===== config.mk =====
export PLATFORM = sky130hd
export DESIGN_NAME = addr_fifo_push_arbiter
export DESIGN_NICKNAME = d
export VERILOG_FILES = /design/src/rtl/addr_fifo_push_arbiter.sv
export SDC_FILE = /design/constraint.sdc
export NUM_CORES = 1
export LEC_CHECK = 0
export BUFFER_PORTS_ARGS = -buffer_cell sky130_fd_sc_hd__buf_2
export CAP_MARGIN = 40
export CORE_ASPECT_RATIO = 0.5
export CORE_UTILIZATION = 31
export CTS_CLUSTER_SIZE = 12
export DETAILED_ROUTE_END_ITERATION = 10
export PLACE_DENSITY = 0.79
export SLEW_MARGIN = 20
export SYNTH_ARGS = -nofsm -noshare
export SYNTH_HDL_FRONTEND = slang
export SYNTH_SLANG_ARGS = --single-unit

===== constraint.sdc =====
create_clock -name clk -period 5.9 [get_ports clk]
set_input_delay 0.59 -clock clk [delete_from_list [all_inputs] [get_ports clk]]
set_output_delay 0.59 -clock clk [all_outputs]
set_load 0.01 [all_outputs]

===== src/rtl/addr_fifo_push_arbiter.sv =====
`default_nettype none
// ============================================================================
// Module      : addr_fifo_push_arbiter
// Description : Round-robin arbiter sharing one address-FIFO enqueue port
//               across NUM_REQ requesters, with per-requester occupancy caps.
// Revision    : 1.0 - initial release
// ============================================================================
module addr_fifo_push_arbiter #(
    parameter int NUM_REQ     = 4,
    parameter int ADDR_W      = 32,
    parameter int MAX_PER_REQ = 2,
    localparam int ID_W       = $clog2(NUM_REQ),
    localparam int CNT_W      = $clog2(MAX_PER_REQ) + 1
) (
    input  logic                        clk,
    input  logic                        rst,
    input  logic [NUM_REQ-1:0]          req_valid,
    input  logic [NUM_REQ*ADDR_W-1:0]   req_addr,
    output logic [NUM_REQ-1:0]          req_ack,
    output logic                        fifo_push,
    output logic                        fifo_potential_push,
    output logic [ID_W+ADDR_W-1:0]      fifo_data_in,
    input  logic                        fifo_full,
    input  logic                        fifo_valid,
    input  logic                        fifo_pop,
    input  logic [ID_W-1:0]             fifo_head_id,
    output logic [NUM_REQ*CNT_W-1:0]    outstanding
);

    localparam logic [CNT_W-1:0] c_max_cnt = CNT_W'(MAX_PER_REQ);
    localparam logic [ID_W:0]    c_num_req = (ID_W+1)'(NUM_REQ);
    localparam logic [ID_W-1:0]  c_last_id = ID_W'(NUM_REQ - 1);

    logic [ID_W-1:0]   rr_ptr_q, rr_ptr_d;
    logic [CNT_W-1:0]  outstanding_q [NUM_REQ];
    logic [CNT_W-1:0]  outstanding_d [NUM_REQ];

    logic [ADDR_W-1:0] w_addr [NUM_REQ];
    logic [NUM_REQ-1:0] w_eligible;
    logic [NUM_REQ-1:0] w_inc;
    logic [NUM_REQ-1:0] w_dec;
    logic              w_any_eligible;
    logic              w_can_push;
    logic              w_push;
    logic [ID_W-1:0]   w_grant_id;
    logic [ID_W:0]     w_scan_idx;

    // Eligibility uses the registered count only; a pop this cycle does not
    // free a slot until the next edge. Reset masks all requests.
    generate
        for (genvar g = 0; g < NUM_REQ; g++) begin : g_req
            assign w_addr[g]     = req_addr[g*ADDR_W +: ADDR_W];
            assign w_eligible[g] = !rst && req_valid[g] && (outstanding_q[g] < c_max_cnt);
            assign w_inc[g]      = w_push && (w_grant_id == ID_W'(g));
            assign w_dec[g]      = fifo_pop && (fifo_head_id == ID_W'(g)) && (outstanding_q[g] != '0);
            assign outstanding[g*CNT_W +: CNT_W] = outstanding_q[g];
        end
    endgenerate

    always_comb begin
        w_any_eligible = 1'b0;
        w_grant_id     = '0;
        w_scan_idx     = '0;
        for (int k = 0; k < NUM_REQ; k++) begin
            w_scan_idx = {1'b0, rr_ptr_q} + (ID_W+1)'(k);
            if (w_scan_idx >= c_num_req) begin
                w_scan_idx = w_scan_idx - c_num_req;
            end
            if (!w_any_eligible && w_eligible[w_scan_idx[ID_W-1:0]]) begin
                w_any_eligible = 1'b1;
                w_grant_id     = w_scan_idx[ID_W-1:0];
            end
        end
    end

    assign w_can_push          = !fifo_full || fifo_pop;
    assign w_push              = w_any_eligible && w_can_push;
    assign fifo_push           = w_push;
    assign fifo_potential_push = w_any_eligible;
    assign fifo_data_in        = {w_grant_id, w_addr[w_grant_id]};

    always_comb begin
        req_ack = '0;
        if (w_push) begin
            req_ack[w_grant_id] = 1'b1;
        end
    end

    always_comb begin
        rr_ptr_d = rr_ptr_q;
        if (w_push) begin
            rr_ptr_d = (w_grant_id == c_last_id) ? '0 : w_grant_id + ID_W'(1);
        end
        for (int i = 0; i < NUM_REQ; i++) begin
            outstanding_d[i] = outstanding_q[i];
            if (w_inc[i] && !w_dec[i]) begin
                outstanding_d[i] = outstanding_q[i] + CNT_W'(1);
            end else if (w_dec[i] && !w_inc[i]) begin
                outstanding_d[i] = outstanding_q[i] - CNT_W'(1);
            end
        end
    end

    always_ff @(posedge clk) begin
        if (rst) begin
            rr_ptr_q <= '0;
            for (int i = 0; i < NUM_REQ; i++) begin
                outstanding_q[i] <= '0;
            end
        end else begin
            rr_ptr_q <= rr_ptr_d;
            for (int i = 0; i < NUM_REQ; i++) begin
                outstanding_q[i] <= outstanding_d[i];
            end
        end
    end

    a_pop_has_source: assert property (@(posedge clk) disable iff (rst)
        fifo_pop |-> (fifo_valid || fifo_push));
    a_no_underflow: assert property (@(posedge clk) disable iff (rst)
        fifo_pop |-> (outstanding_q[fifo_head_id] != '0));
    a_push_has_room: assert property (@(posedge clk) disable iff (rst)
        fifo_push |-> (!fifo_full || fifo_pop));
    a_ack_onehot0: assert property (@(posedge clk) disable iff (rst)
        $onehot0(req_ack));

endmodule
`default_nettype wire

**Word level (Yosys, flattened, before mapping)**

Memories as Yosys holds them, arrays and structs flattened.
Index checks and enable logic that the tools add are counted.

- RAM bits: 8
- Word-level logic and storage cells: 139
- Memories: 1
- Register bits after elaboration: 2
- Output and inout bits: 48

Memories:

| memory | depth | width | rd ports | clocked after Yosys merged registers in | write ports | RTL line | text |
|---|---|---|---|---|---|---|---|
| outstanding_q | 4 | 2 | 4 | 0 | 4 | 35 | `logic [CNT_W-1:0] outstanding_q [NUM_REQ];` |

- Reductions and logical operators: 53
- Add/subtract/negate cells: 16
- Order comparisons: 15
- Equal/unequal tests: 6
- Bitwise gates (word level): 5
- Multiplexer cells: 42

Operator list:

| kind | number |
|---|---|
| $bmux W32 S2 | 1 |
| $mux W32 | 2 |
| $mux W2 | 21 |
| $logic_and A1 B1 Y1 | 33 |
| $sub A2 B1 Y2 const B | 8 |
| $lt A2 B3 Y1 const B | 5 |
| $logic_not A1 Y1 | 13 |
| $ge A3 B3 Y1 const B | 4 |
| $mux W1 | 12 |
| $add A2 B1 Y2 const B | 5 |
| $bmux W1 S2 | 4 |
| $eq A2 B2 Y1 const B | 4 |
| $lt A2 B2 Y1 const B | 4 |
| $reduce_bool A2 Y1 | 4 |
| $add A2 B2 Y3 const B | 2 |
| $eq A2 B1 Y1 const B | 2 |
| $logic_not A2 Y1 | 2 |
| $mux W4 | 1 |
| $or A1 B1 Y1 | 4 |
| $add A2 B1 Y3 const B | 1 |
| $ge A2 B3 Y1 const B | 1 |
| $not A2 Y3 | 1 |
| $demux W1 S2 | 1 |
| $ge A2 B1 Y1 const B | 1 |
| $logic_or A1 B1 Y1 | 1 |

**Logic depth before layout (Yosys ltp)**

- Word-level depth: 22
- Depth in mapped cells: 13
- Gate-level depth less buffers: 11

**Worst setup path after synthesis**

No wires, ideal clock.

- Path kind: input to register
- Start point: in req_valid[2]
- End point: mem outstanding_q[2][1] in the netlist's numbering
- Stages: 12
- Setup time: 70 ps
- Path slack: 2904 ps
- Required time: 5830 ps
- Buffers on the path: 2
- Arrival time: 2927 ps
- Cell sequence: nor2b_1 -> a31o_2 -> o21ai_0 -> and3b_1 -> buf_2 -> buf_2 -> inv_1 -> ha_1 -> and2_1 -> ha_1 -> or3_1 -> a21oi_1

RTL lines:

| element | RTL line | text |
|---|---|---|
| start: declaration | 17 | `input logic [NUM_REQ-1:0] req_valid,` |
| end: declaration | 35 |  |

**Worst setup path in the final report**

- Start point: in rst
- End point: out fifo_data_in[1]

- Word-level cells in the longest chain between the ends: 19
- Elaborated cells on any way between the ends: 34

Ends and longest elaborated chain:

| element | RTL line | text |
|---|---|---|
| start: declaration | 16 | `input logic rst,` |
| $logic_not A1 Y1 * | 53 | `assign w_eligible[g] = !rst && req_valid[g] && (outstanding_q[g] < c_max_cnt);` |
| $logic_and A1 B1 Y1 (2 in a row) | 53 |  |
| $bmux W1 S2 | 69 | `if (!w_any_eligible && w_eligible[w_scan_idx[ID_W-1:0]]) begin` |
| $mux W1 (implied by the code) | 69 |  |
| $mux W1 | 69 |  |
| $logic_not A1 Y1 | 69 |  |
| $logic_and A1 B1 Y1 | 69 |  |
| $mux W1 | 69 |  |
| $logic_not A1 Y1 | 69 |  |
| $logic_and A1 B1 Y1 | 69 |  |
| $mux W1 | 69 |  |
| $logic_not A1 Y1 | 69 |  |
| $logic_and A1 B1 Y1 | 69 |  |
| $mux W2 * | 69 |  |
| $not A2 Y3 (implied by the code) * | 80 | `assign fifo_data_in = {w_grant_id, w_addr[w_grant_id]};` |
| $bmux W32 S2 * | 80 |  |
| $mux W32 (implied by the code) * (2 in a row) | 80 |  |
| end: declaration | 22 | `output logic [ID_W+ADDR_W-1:0] fifo_data_in,` |

Mark *: on every way between the ends. The rest lies on a longest branch, timed or not. The select of a mux whose other input is x is not followed.

==> summary.txt <==
Floorplan
  – Die X: 102 um
  – Core area: 4620 sq um
  – I/O Pins: 187
  – Initial Util: 0.339
  – Die height: 52.2 um
  – Die area: 5350 sq um
  – Std-Cell Rows: 17

STA
  – Final min period: 3.55 ns
  – Max Slew Vio Count: 0
  – # setup viols final: 0
  – Slew margin rel.: 0.593
  – Max Fclk: 0.281 GHz
  – Setup TNS Final: 0 ns
  – Fin Clk Skew: 0.00253 ns
  – Final Cycle Share: 0.602
  – Fin. Hold Viols: 0
  – Slew @ Worst Pin: 0.609 ns
  – RSZ-0062 raised after global routing: false

Clock tree
  – CTS buffer count: 3
  – Post CTS Setup Buffer Count: 0
  – Clock tree sinks: 10
  – CTS tree: done
  – Htree depth: 1
  – Resize count post-CTS: 0
  – Worst-Skew Late Latency: 0.23 ns
  – Reg clk slew, reported paths: 0.04 ns
  – Clk buf depth: 2
  – Root Buffer Master: clkbuf_8
  – # hold bufs at CTS: 0

Final layout
  – Fillers: 404
  – Layout cells sized above 1: 0.694
  – Commonest non-fill, non-tap cell in the layout: buf_2
  – Ant diodes: 0
  – Core Util, Final: 0.560
  – Most frequent cells in the layout: buf_2, mux4_2, mux4_1, dfxtp_1
  – P&R area growth vs syn: 65.2%
  – NumNets Final: 455

GRT
  – GR Overflow Total: 0
  – Vias in the first global route: 1,753
  – Antenna violations before repair: 0
  – GRT Total Usage: 0.208
  – First-pass GRT wire length: 8490 um
  – Largest net degree at the start of global routing: 33

Detailed routing
  – DR iter-0 viols: 74
  – Vias per cell: 5.19
  – Via Count: 1,935
  – DRC: 0
  – WL/cell: 16.3 um
  – Router iterations before antenna repair: 4
  – Drt total wl: 6070 um
  – Post-DRT Antenna Nets: 0

Critical path
  – R2R Path End: outstanding_q[2][1]
  – Worst-case reg-to-reg path depth: 11
  – Crit Path Max Fanout: 32
  – Crit start category: input pin
  – CP Data Arrival Time: 2.96 ns
  – Worst EP required: 5.31 ns
  – CP endpoint kind: output port
  – CP startpoint: rst
  – Reg2reg start: outstanding_q[1][1]
  – Internal reg-to-reg setup slack: 2.70 ns
  – CP Capture Point: fifo_data_in[1]
  – Critical setup path kind: input pin to output port

Logic synthesis
  – Register area share after synthesis: 0.128
  – Syn_area_per_cell: 12.6 sq um
  – Ys Warns: 0
  – Synthesized area: 1560 sq um
  – #FFs+latches synth: 10
  – Syn nets: 271
  – Yosys cell types: 30
  – Synth Instances: 124

Pwr
  – Maximum VDD drop: 0.0000960 V
  – PD cells: 171 nW/um^2
  – Leakage power: 1.32 nW

Placement
  – HPWL after DPL: 5210 um
  – Routability Congestion: 0.846
  – Port Buffer Count: 185

Job
  – Max cap viols: 0

Hold path
  – Min-Delay Path Class: flop to flop

Status
  – Outcome: completed
==> metal layers <==
layer / share of wire / routed length (um) / up-vias / global-route usage
li1: - / - / 885 / -
met3: 0.064 / 390 / 6 / 0.0360
met1: 0.41 / 2490 / 974 / 0.280
met4: 0.0063 / 38 / 0 / 0.0357
met2: 0.52 / 3150 / 70 / 0.357
met5: 0 / 0 / - / 0
==> final cells by class <==
type | instances | area [sq um] | area share
Timing Repair Buffer | 187 | 941 | 0.364
Multi-Input combinational cell | 100 | 1280 | 0.496
Sequential cell | 10 | 200 | 0.0775
Inverter | 6 | 22.5 | 0.00872
Clock buffer | 4 | 55.1 | 0.0213
Tap cell | 66 | 82.6 | 0.0320
==> through the flow <==
stage | setup WS (ns) | cells | power (W) | hold WS, ns | instance area, sq um
floorplan | 2.90 | 124 | 0.000250 | 0.513 | 1560
global placement | 2.38 | 369 | 0.000352 | 0.516 | 2530
detailed placement | 2.32 | 369 | 0.000359 | 0.541 | 2530
CTS | 2.31 | 373 | 0.000445 | 0.548 | 2580
global route | 2.16 | 373 | 0.000474 | 0.604 | 2580
finish | 2.35 | 373 | 0.000442 | 0.552 | 2580
==> critical path, stage by stage <==
cell	delay (ns)
buf_2	0.27
nand2b_1	0.17
o21ai_2	0.07
a2111oi_4	0.53
buf_4	0.54
mux4_1	0.63
buf_2	0.16
==> synth_stat cells <==
cell | number | area [sq um]
buf_6 | 3 | 33.8
inv_1 | 6 | 22.5
o21ai_2 | 1 | 8.76
or3_1 | 4 | 25.0
and3b_1 | 1 | 8.76
mux2i_1 | 2 | 20.0
buf_2 | 5 | 25.0
o2111ai_1 | 2 | 17.5
xor2_1 | 8 | 70.1
nor2_1 | 8 | 30.0
dfxtp_1 | 10 | 200
a21boi_1 | 1 | 7.51
mux4_1 | 14 | 368
a2111oi_4 | 1 | 27.5
nor2b_1 | 1 | 6.26
o21ai_0 | 6 | 30.0
and2_1 | 4 | 25.0
nor2b_2 | 1 | 8.76
a41oi_1 | 1 | 8.76
nand2b_1 | 5 | 31.3
nand3b_1 | 1 | 7.51
nand2_1 | 1 | 3.75
a21oi_1 | 6 | 30.0
a31o_2 | 1 | 8.76
mux4_2 | 18 | 405
nor3_1 | 1 | 5.00
a31oi_1 | 1 | 6.26
ha_1 | 8 | 100
a21o_1 | 1 | 7.51
or4_1 | 2 | 15.0
==> where the power goes <==
group          total (W)  leakage, nW  internal (W)  switching [W]
Clock          0.0000845       0.0288     0.0000586      0.0000259
Sequential     0.0000863       0.0815     0.0000755      0.0000108
Combinational   0.000271         1.21      0.000147       0.000124
==> flip-flops by register name, indices dropped and copies added (netlist names) <==
signal / flops
outstanding_q: 8
rr_ptr_q: 2
==> worst min path at each step <==
stage | to | cells after the start | start | slack [ns]
6_report | outstanding_q[0][1] | 2 | outstanding_q[0][1] | 0.55
5_1_grt | outstanding_q[0][1] | 2 | outstanding_q[0][1] | 0.60
4_1_cts | outstanding_q[0][1] | 2 | outstanding_q[0][1] | 0.55
3_5_place_dp | outstanding_q[0][1] | 2 | outstanding_q[0][1] | 0.54
3_3_place_gp | outstanding_q[2][1] | 2 | outstanding_q[2][1] | 0.52
2_1_floorplan | rr_ptr_q[0] | 2 | rr_ptr_q[0] | 0.51
==> kinds of logic (layout without fill, tap and decap cells) <==
kind of cell / count (synthesis) / in the layout / share of synthesized area
buf+inv: 14 / 197 / 0.0520
mux: 34 / 34 / 0.507
compound gates: 21 / 21 / 0.0976
xor+xnor: 8 / 8 / 0.0448
simple gates: 29 / 29 / 0.106
fa+ha+maj: 8 / 8 / 0.0640
flops: 10 / 10 / 0.128
Power figures use the tool's default switching activity.
